<file path="src/rtl/tick_gen_decade.sv">
// Decade-stepped tick generator: base strobe every DIVIDER*10^step cycles plus a
// cascade of decade channels; step advances on toggle edges, only at base wraps.
module tick_gen_decade #(
  parameter int unsigned DIVIDER            = 50,
  parameter int unsigned FREQ_DIGITS_STEP_N = 3,
  parameter int unsigned CHANNELS           = 3,
  localparam int unsigned STEP_W = (FREQ_DIGITS_STEP_N > 0) ? $clog2(FREQ_DIGITS_STEP_N + 1) : 1
) (
  input  logic                clk_i,
  input  logic                reset_i,
  input  logic                enable_i,
  input  logic                toggle_i,
  output logic [CHANNELS-1:0] tick_o,
  output logic [STEP_W-1:0]   step_o
);

  function automatic longint unsigned period_of(int unsigned s);
    longint unsigned p;
    p = 64'(DIVIDER);
    for (int unsigned i = 0; i < s; i++) p = p * 10;
    return p;
  endfunction

  localparam int unsigned     N_SAFE = (FREQ_DIGITS_STEP_N > 9) ? 9 : FREQ_DIGITS_STEP_N;
  localparam longint unsigned MAX_P  = period_of(N_SAFE);
  localparam int unsigned     CNT_W  = $clog2(MAX_P);
  localparam int unsigned     TBL_N  = 1 << STEP_W;
  localparam int unsigned     DEC_N  = (CHANNELS > 1) ? CHANNELS - 1 : 1;

  if (DIVIDER < 2) begin : g_bad_divider
    $error("tick_gen_decade: DIVIDER must be at least 2");
  end
  if (CHANNELS < 1) begin : g_bad_channels
    $error("tick_gen_decade: CHANNELS must be at least 1");
  end
  if (FREQ_DIGITS_STEP_N > 9 || MAX_P > 64'hFFFF_FFFF) begin : g_bad_period
    $error("tick_gen_decade: DIVIDER * 10^FREQ_DIGITS_STEP_N must fit in 32 bits");
  end

  // Terminal count per step; unused step codes fall back to the base period.
  logic [CNT_W-1:0] last_tbl [TBL_N];
  for (genvar s = 0; s < TBL_N; s++) begin : g_tbl
    localparam longint unsigned PS = (s <= FREQ_DIGITS_STEP_N) ? period_of(s) : 64'(DIVIDER);
    assign last_tbl[s] = CNT_W'(PS - 1);
  end

  logic [CNT_W-1:0]    cnt_r;
  logic [STEP_W-1:0]   step_r;
  logic                pend_r;
  logic                tog_q_r;
  logic [3:0]          dec_r [DEC_N];
  logic [CHANNELS-1:0] carry;
  logic                tog_edge;
  logic                wrap;
  logic                advance;

  assign tog_edge = toggle_i & ~tog_q_r;
  assign wrap     = enable_i & (cnt_r == last_tbl[step_r]);
  assign advance  = wrap & (pend_r | tog_edge);
  assign step_o   = step_r;

  // carry[k]: decade channels 1..k all sit at 9 (carry[0] is the base wrap itself).
  always_comb begin
    logic run;
    run   = 1'b1;
    carry = '0;
    carry[0] = 1'b1;
    for (int unsigned k = 1; k < CHANNELS; k++) begin
      run      = run & (dec_r[k-1] == 4'd9);
      carry[k] = run;
    end
  end

  always_ff @(posedge clk_i or posedge reset_i) begin
    if (reset_i) begin
      cnt_r   <= '0;
      step_r  <= '0;
      pend_r  <= 1'b0;
      tog_q_r <= 1'b0;
      tick_o  <= '0;
      for (int unsigned i = 0; i < DEC_N; i++) dec_r[i] <= '0;
    end else begin
      tog_q_r <= toggle_i;
      tick_o  <= '0;

      if (advance)       pend_r <= 1'b0;
      else if (tog_edge) pend_r <= 1'b1;

      if (enable_i) cnt_r <= wrap ? '0 : cnt_r + CNT_W'(1);

      if (wrap) begin
        tick_o[0] <= 1'b1;
        if (advance) begin
          step_r <= (step_r == STEP_W'(FREQ_DIGITS_STEP_N)) ? '0 : step_r + STEP_W'(1);
          for (int unsigned i = 0; i < DEC_N; i++) dec_r[i] <= '0;
        end else begin
          for (int unsigned k = 1; k < CHANNELS; k++) begin
            tick_o[k] <= carry[k];
            if (carry[k-1]) dec_r[k-1] <= (dec_r[k-1] == 4'd9) ? 4'd0 : dec_r[k-1] + 4'd1;
          end
        end
      end
    end
  end

endmodule
</file>
<file path="config.mk">
export PLATFORM = sky130hd
export DESIGN_NAME = tick_gen_decade
export DESIGN_NICKNAME = d
export VERILOG_FILES = /design/src/rtl/tick_gen_decade.sv
export SDC_FILE = /design/constraint.sdc
export NUM_CORES = 1
export LEC_CHECK = 0
export CELL_PAD_IN_SITES_DETAIL_PLACEMENT = 1
export CELL_PAD_IN_SITES_GLOBAL_PLACEMENT = 1
export CORE_UTILIZATION = 44
export DETAILED_ROUTE_END_ITERATION = 12
export PLACE_DENSITY = 0.85
export SETUP_SLACK_MARGIN = 0.02
export SYNTH_ARGS = -nofsm -noshare
export SYNTH_HDL_FRONTEND = slang
export SYNTH_SLANG_ARGS = --single-unit
</file>
<file path="constraint.sdc">
create_clock -name clk_i -period 2.9 [get_ports clk_i]
set_clock_uncertainty 0.2 [all_clocks]
set_input_delay 0.29 -clock clk_i [delete_from_list [all_inputs] [get_ports clk_i]]
set_output_delay 0.29 -clock clk_i [all_outputs]
set_load 0.01 [all_outputs]
</file>
==> impl_results.md <==
* Mapped Area at 0.00174 mm^2
* Pleak at 0.833 nW
* Top-area cell type share of the netlist area at 0.446
* # Post-CTS Setup Buffers at 0
* Number of global-route vias before repair at 1361
* Final net count at 191
* Die Wd at 64.9 um
* Number of synthesized flops with an enable pin at 0
* Wire per inst at 16.5 um
* Die H at 64.9 um
* FMAX at 0.394 GHz
* Main combinational cell family by area after synthesis: simple AND/OR/NAND/NOR gates
* Post-route ant nets at 0
* Initial antenna violation count at 0
* Worst-margin pin slew at 500 ps
* # clock sinks at 31
* Remaining Overflow, GRT at 0
* Clock Path Buffers at 2
* Final worst slack at 359 ps
* Netlist cell types at 45
* Fraction of layout cells with a size suffix above 1 at 0.101
* Internal Power at 0.781 mW
* Final hold viol count at 0
* Mux contribution to synthesized area at 0.0252
* Synth Area in Simple Gates at 0.223
* Core ar. at 0.00372 mm^2
* Post-synth top flop: dfrtp_1
* Yosys synthesis warning count at 0
* # setup viols final at 0
* Cell with the most instances after synthesis: dfrtp_1
* Post-DP HPWL at 2660 um
* CP endpoint kind: flip-flop
* Skew-Pair Late Insertion Delay at 280 ps
* Data required, critical path at 2870 ps
* Top cells by area, synth: dfrtp_1 (45%), ha_1 (5.8%), xnor2_1 (5.0%), xor2_1 (4.5%), nor2_1 (3.9%)
* Minimum clock period at 2540 ps
* First-pass GRT wire length at 6490 um
* Worst VDD drop at 441 uV
* Worst slack, placed at 194 ps
* Final max-slew violation count at 0
* Yosys reg bits at 31
* # diodes at 0
* Port Buffers at 8
* Setup_tns at 0 ps
* Resized cells post-CTS at 0
* Largest net degree at the start of global routing at 32
* CTS tree: yes
* DR pass1 iterations at 4
* Starting density of the core at 0.468
* Cell taking the most area after synthesis: dfrtp_1
* Sequential area share after synthesis at 0.446
* Post-CTS Hold Buffers at 0
* Post-Synth Adder-Cell Area at 0.0575
* Synth top cells by count: dfrtp_1 (31), nor2_1 (18), xnor2_1 (10)
* Worst EP arrival at 2510 ps
* Clock power share at 0.263
* Overall Power at 1.17 mW
* Via/cell ratio at 5.76
* Syn Inst Count at 167
* Post-synthesis async set-or-reset flop share at 1.00
* Tcrit/Tclk final at 0.876
* Via count at 1301
* Worst Path Max Fanout at 17
* Worst setup SP type: flip-flop
* Reg power frac at 0.484
* Total wire length at 3730 um
* CTS Buf Count at 5
* Clk root buf: clkbuf_8
* Mapped Avg Cell Area at 10.4 um^2
* Net Count, Synth at 179
* Iter 0 DRT Violations at 31
* Setup CP Type: flip-flop to flip-flop
* Net Sw Power at 0.385 mW
* # DRC at 0
* Sw Share at 0.330
* Combinational share of power at 0.253
* Post-synthesis compound-gate area fraction at 0.107
* Clock transition at the registers of the reported paths at 60 ps
* I/O pin total at 9
* Slew Limit Headroom at 0.663
* Pwr Density at 604 mW/mm^2
* Synthesis-to-layout area growth at 11.0%
* Row count at 22
* Max Cap Viol at 0
* Synth Area in XOR/XNOR at 0.0956
* Tot GR Track Use at 0.208
* Die area at 0.00421 mm^2
* RSZ-0062 raised after global routing: false
* H-Tree Depth at 2
* Gpl congestion at 0.788
* Status: complete, no violations
* Type of the worst min-delay path: input pin to async pin
-- worst paths after layout --
path | from | end | slack (ps) | cells past startpoint
hold / removal | reset_i | cnt_r[15]$_DFFE_PP0P_ | 190 | 3
min in group clk_i | toggle_i | tog_q_r$_DFF_PP0_ | 310 | 1
setup reg to reg | step_o[1]$_DFFE_PP0P_ | dec_r[4]$_DFFE_PP0N_ | 360 | 7
hold reg to reg | cnt_r[0]$_DFFE_PP0P_ | cnt_r[0]$_DFFE_PP0P_ | 320 | 1
setup / recovery | step_o[1]$_DFFE_PP0P_ | dec_r[4]$_DFFE_PP0N_ | 360 | 7
max in group asynchronous | reset_i | dec_r[0]$_DFFE_PP0P_ | 2030 | 3
-- power groups by stage --
stage	clock network [mW]	logic [mW]	registers [mW]
finish	0.307	0.295	0.565
global route	0.332	0.332	0.576
CTS	0.319	0.301	0.565
detailed placement	0	0.295	0.573
global placement	0	0.281	0.565
floorplan	0	0.231	0.543
-- routing by layer --
metal | part of all wire | track usage | vias to the layer above
met2 | 0.50 | 0.341 | 21
met4 | 0.017 | 0.0833 | 0
met3 | 0.032 | 0.0616 | 5
met5 | 0 | 0 | -
met1 | 0.45 | 0.254 | 660
li1 | - | - | 615
-- cells in the final DEF, fill, tap and decap left out, types with 2 or more instances in the layout --
cell / netlist / layout
a21oi_1: 3 / 3
and2_1: 2 / 2
and3_1: 2 / 2
and3b_1: 2 / 2
and4_1: 3 / 3
buf_4: 1 / 3
clkbuf_8: 0 / 5
clkdlybuf4s50_1: 0 / 8
dfrtp_1: 31 / 31
ha_1: 8 / 8
inv_1: 8 / 8
mux2_2: 2 / 2
nand2_1: 9 / 9
nand2b_1: 2 / 2
nand3_1: 4 / 4
nand4_1: 7 / 7
nor2_1: 18 / 18
nor3_1: 6 / 6
nor3b_1: 2 / 2
nor4_1: 2 / 2
nor4_2: 2 / 2
o21ai_1: 3 / 3
o31ai_1: 2 / 2
o41ai_1: 5 / 5
or4_1: 2 / 2
xnor2_1: 10 / 10
xor2_1: 9 / 9
-- stage by stage --
stage | std cells | area, um^2 | hold slack [ps] | utilization
after floorplan | 167 | 1740 | 121 | -
after global placement | 220 | 1860 | 288 | 0.500
after detailed placement | 220 | 1860 | 310 | 0.500
after CTS | 226 | 1930 | 209 | 0.520
after global routing | 226 | 1930 | 232 | 0.520
final | 226 | 1930 | 185 | 0.520
-- area by class of cell --
cell class / count / area, um^2
sequential: 31 / 776
timing repair buffer: 11 / 103
inverter: 9 / 36.3
fill: 421 / 1780
tap: 48 / 60.1
multi-input combinational: 121 / 885
clock buffer: 6 / 72.6
-- kinds of logic (layout without fill, tap and decap cells) --
logic type,Yosys count,in the layout
compound gates,22,22
xor+xnor,19,19
fa+ha+maj,8,8
buf+inv,15,26
flops,31,31
mux,4,4
simple gates,68,68
-- sequential cells by signal, indices dropped and copies added (netlist names) --
| register | cells |
|---|---|
| dec_r | 8 |
| step_o | 2 |
| cnt_r | 16 |
| pend_r | 1 |
| tog_q_r | 1 |
| tick_o | 3 |
-- critical path, stage by stage, from the launching register on --
cell,delay (ps)
dfrtp_1,500
inv_1,80
ha_1,300
xnor2_1,140
nand4_1,130
or3_1,510
inv_4,230
mux2_1,340
Power figures use the tool's default switching activity.
==> edit (same flow settings) <==
The parameter `DIVIDER` goes from 50 to 32.
--- a/src/rtl/tick_gen_decade.sv
+++ b/src/rtl/tick_gen_decade.sv
@@ -2,5 +2,5 @@
 // cascade of decade channels; step advances on toggle edges, only at base wraps.
 module tick_gen_decade #(
-  parameter int unsigned DIVIDER            = 50,
+  parameter int unsigned DIVIDER            = 32,
   parameter int unsigned FREQ_DIGITS_STEP_N = 3,
   parameter int unsigned CHANNELS           = 3,
Formal check against the unedited RTL: no difference found for any inputs over 10 cycles, from zero or initial values and one cycle with reset_i high; that may be too few to reach the edited logic, so the function may still have changed.
==> edit against the unedited design <==
Die area down 4.7%; highest routed layer unchanged; cell area down 1.7%; synthesized cell count down 0.60%; worst setup slack worse by 110 ps; critical path depth down 1; via count up 1.2%; cell count up 0.44%; total power down 9.4%; sequential cell count down 1; routed wire length down 1.3%; utilization up 2.8 points; area after synthesis down 4.8%; largest power group unchanged; count of clock-buffer cells in the layout up 1.
==> edit: results (changes against the unedited design) <==
Reg clk slew, reported paths -> 60 ps (about the same)
CTS Buf Count -> 5 (unchanged)
Synth Warn # -> 0 (unchanged)
Clock power frac -> 0.326 (was 0.263)
Layout Nets -> 192 (was 191)
Critical path data arrival time -> 2620 ps (was 2510 ps)
Synth area leaders -> dfrtp_1, ha_1, xnor2_1 (unchanged)
Synth Net Count -> 178 (was 179)
TritonRoute pass-1 iters -> 4 (unchanged)
Htree depth -> 2 (unchanged)
Vias in the first global route -> 1414 (was 1361)
Total track usage -> 0.219 (was 0.208)
Dpl ws -> 171 ps (was 194 ps)
Post-synth ARST share -> 1.00 (unchanged)
Root Buffer -> clkbuf_8 (unchanged)
DP Wirelength -> 2720 µm (was 2660 µm)
Gpl congestion -> 0.771 (was 0.788)
Iteration-0 DRC Markers -> 25 (was 31)
Worst min-delay path category -> primary input to asynchronous set/reset pin (unchanged)
Run status -> finished, final reports clean (unchanged)
Post-cts sizing count -> 0 (unchanged)
Routed length per instance -> 16.2 µm (was 16.5 µm)
Peak supply drop -> 0.303 mV (was 0.441 mV)
Post-synthesis sequential area ratio -> 0.453 (was 0.446)
First-pass GRT wire length -> 6720 µm (was 6490 µm)
Library cells used by synthesis -> 39 (was 45)
Port Buf Inserts -> 8 (unchanged)
Ant diodes -> 0 (unchanged)
Largest net degree at the start of global routing -> 17 (was 32)
Largest registers -> cnt_r: 15 flops, dec_r: 8 flops, tick_o: 3 flops (was cnt_r: 16 flops, dec_r: 8 flops, tick_o: 3 flops)
Sw frac -> 0.300 (was 0.330)
Most frequent cells after synthesis -> dfrtp_1, nor2_1, xnor2_1, ha_1, inv_1 (was dfrtp_1, nor2_1, xnor2_1, nand2_1, xor2_1)
# setup viols final -> 0 (unchanged)
Post-CTS repair timing setup buffer count -> 0 (unchanged)
Worst slew margin -> 0.450 (was 0.663)
Leak -> 0.836 nW (was 0.833 nW)
Initial antenna violation count -> 0 (unchanged)
Combinational cell power -> 0.195 mW (was 0.295 mW)
Clk_lat worst skew -> 280 ps (about the same)
Layout cells sized above 1 -> 0.122 (was 0.101)
CTS Buffer Depth -> 2 (unchanged)
CP max FO -> 9 (was 17)
Vias per cell -> 5.80 (was 5.76)
## edit: path summary, 6_finish.rpt
| check | startpoint | to | slack, ps | cells past startpoint |
|---|---|---|---|---|
| worst min-delay path | reset_i | dec_r[7] | 160 | 2 |
| worst max register to register | step_o[1] | step_o[0] | 250 | 6 |
| max in group asynchronous | reset_i | cnt_r[3] | 1710 | 3 |
| min in group clk_i | toggle_i | tog_q_r | 270 | 1 |
| worst max-delay path | step_o[1] | step_o[0] | 250 | 6 |
| worst min register to register | cnt_r[4] | cnt_r[4] | 310 | 1 |
## edit: critical path, stage by stage (launching register included)
cell and delay [ps]:
dfrtp_1 470, inv_1 110, ha_1 200, xnor2_1 140
or4_1 570, nor4_1 460, mux2_2 390
## edit: per-stage QoR
stage / utilization / instances / total power [mW] / area, µm²
final: 0.548 / 227 / 1.06 / 1900
after global routing: 0.548 / 227 / 1.12 / 1900
after CTS: 0.548 / 227 / 1.07 / 1900
after detailed placement: 0.521 / 219 / 0.718 / 1810
after global placement: 0.521 / 219 / 0.705 / 1810
after floorplan: - / 166 / 0.658 / 1660
## edit: per-layer routing
layer	share of wire	global-route usage
met1	0.44	0.271
met2	0.49	0.347
met3	0.042	0.0725
met4	0.022	0.0938
met5	0	0
## edit: cells by family after synthesis
| family | after synthesis | share of synthesized area |
|---|---|---|
| flops | 30 | 0.453 |
| mux | 4 | 0.0272 |
| compound gates | 23 | 0.0997 |
| fa+ha+maj | 8 | 0.0604 |
| simple gates | 72 | 0.248 |
| xor+xnor | 15 | 0.0793 |
| buf+inv | 14 | 0.0325 |
## edit: cell type report
class	instances	area [µm²]
Clock inverter	1	5.00
Sequential cell	30	751
Timing Repair Buffer	13	118
Clock buffer	7	86.3
Tap cell	46	57.6
Inverter	8	30.0
Multi-Input combinational cell	122	852
Fill cell	413	1570
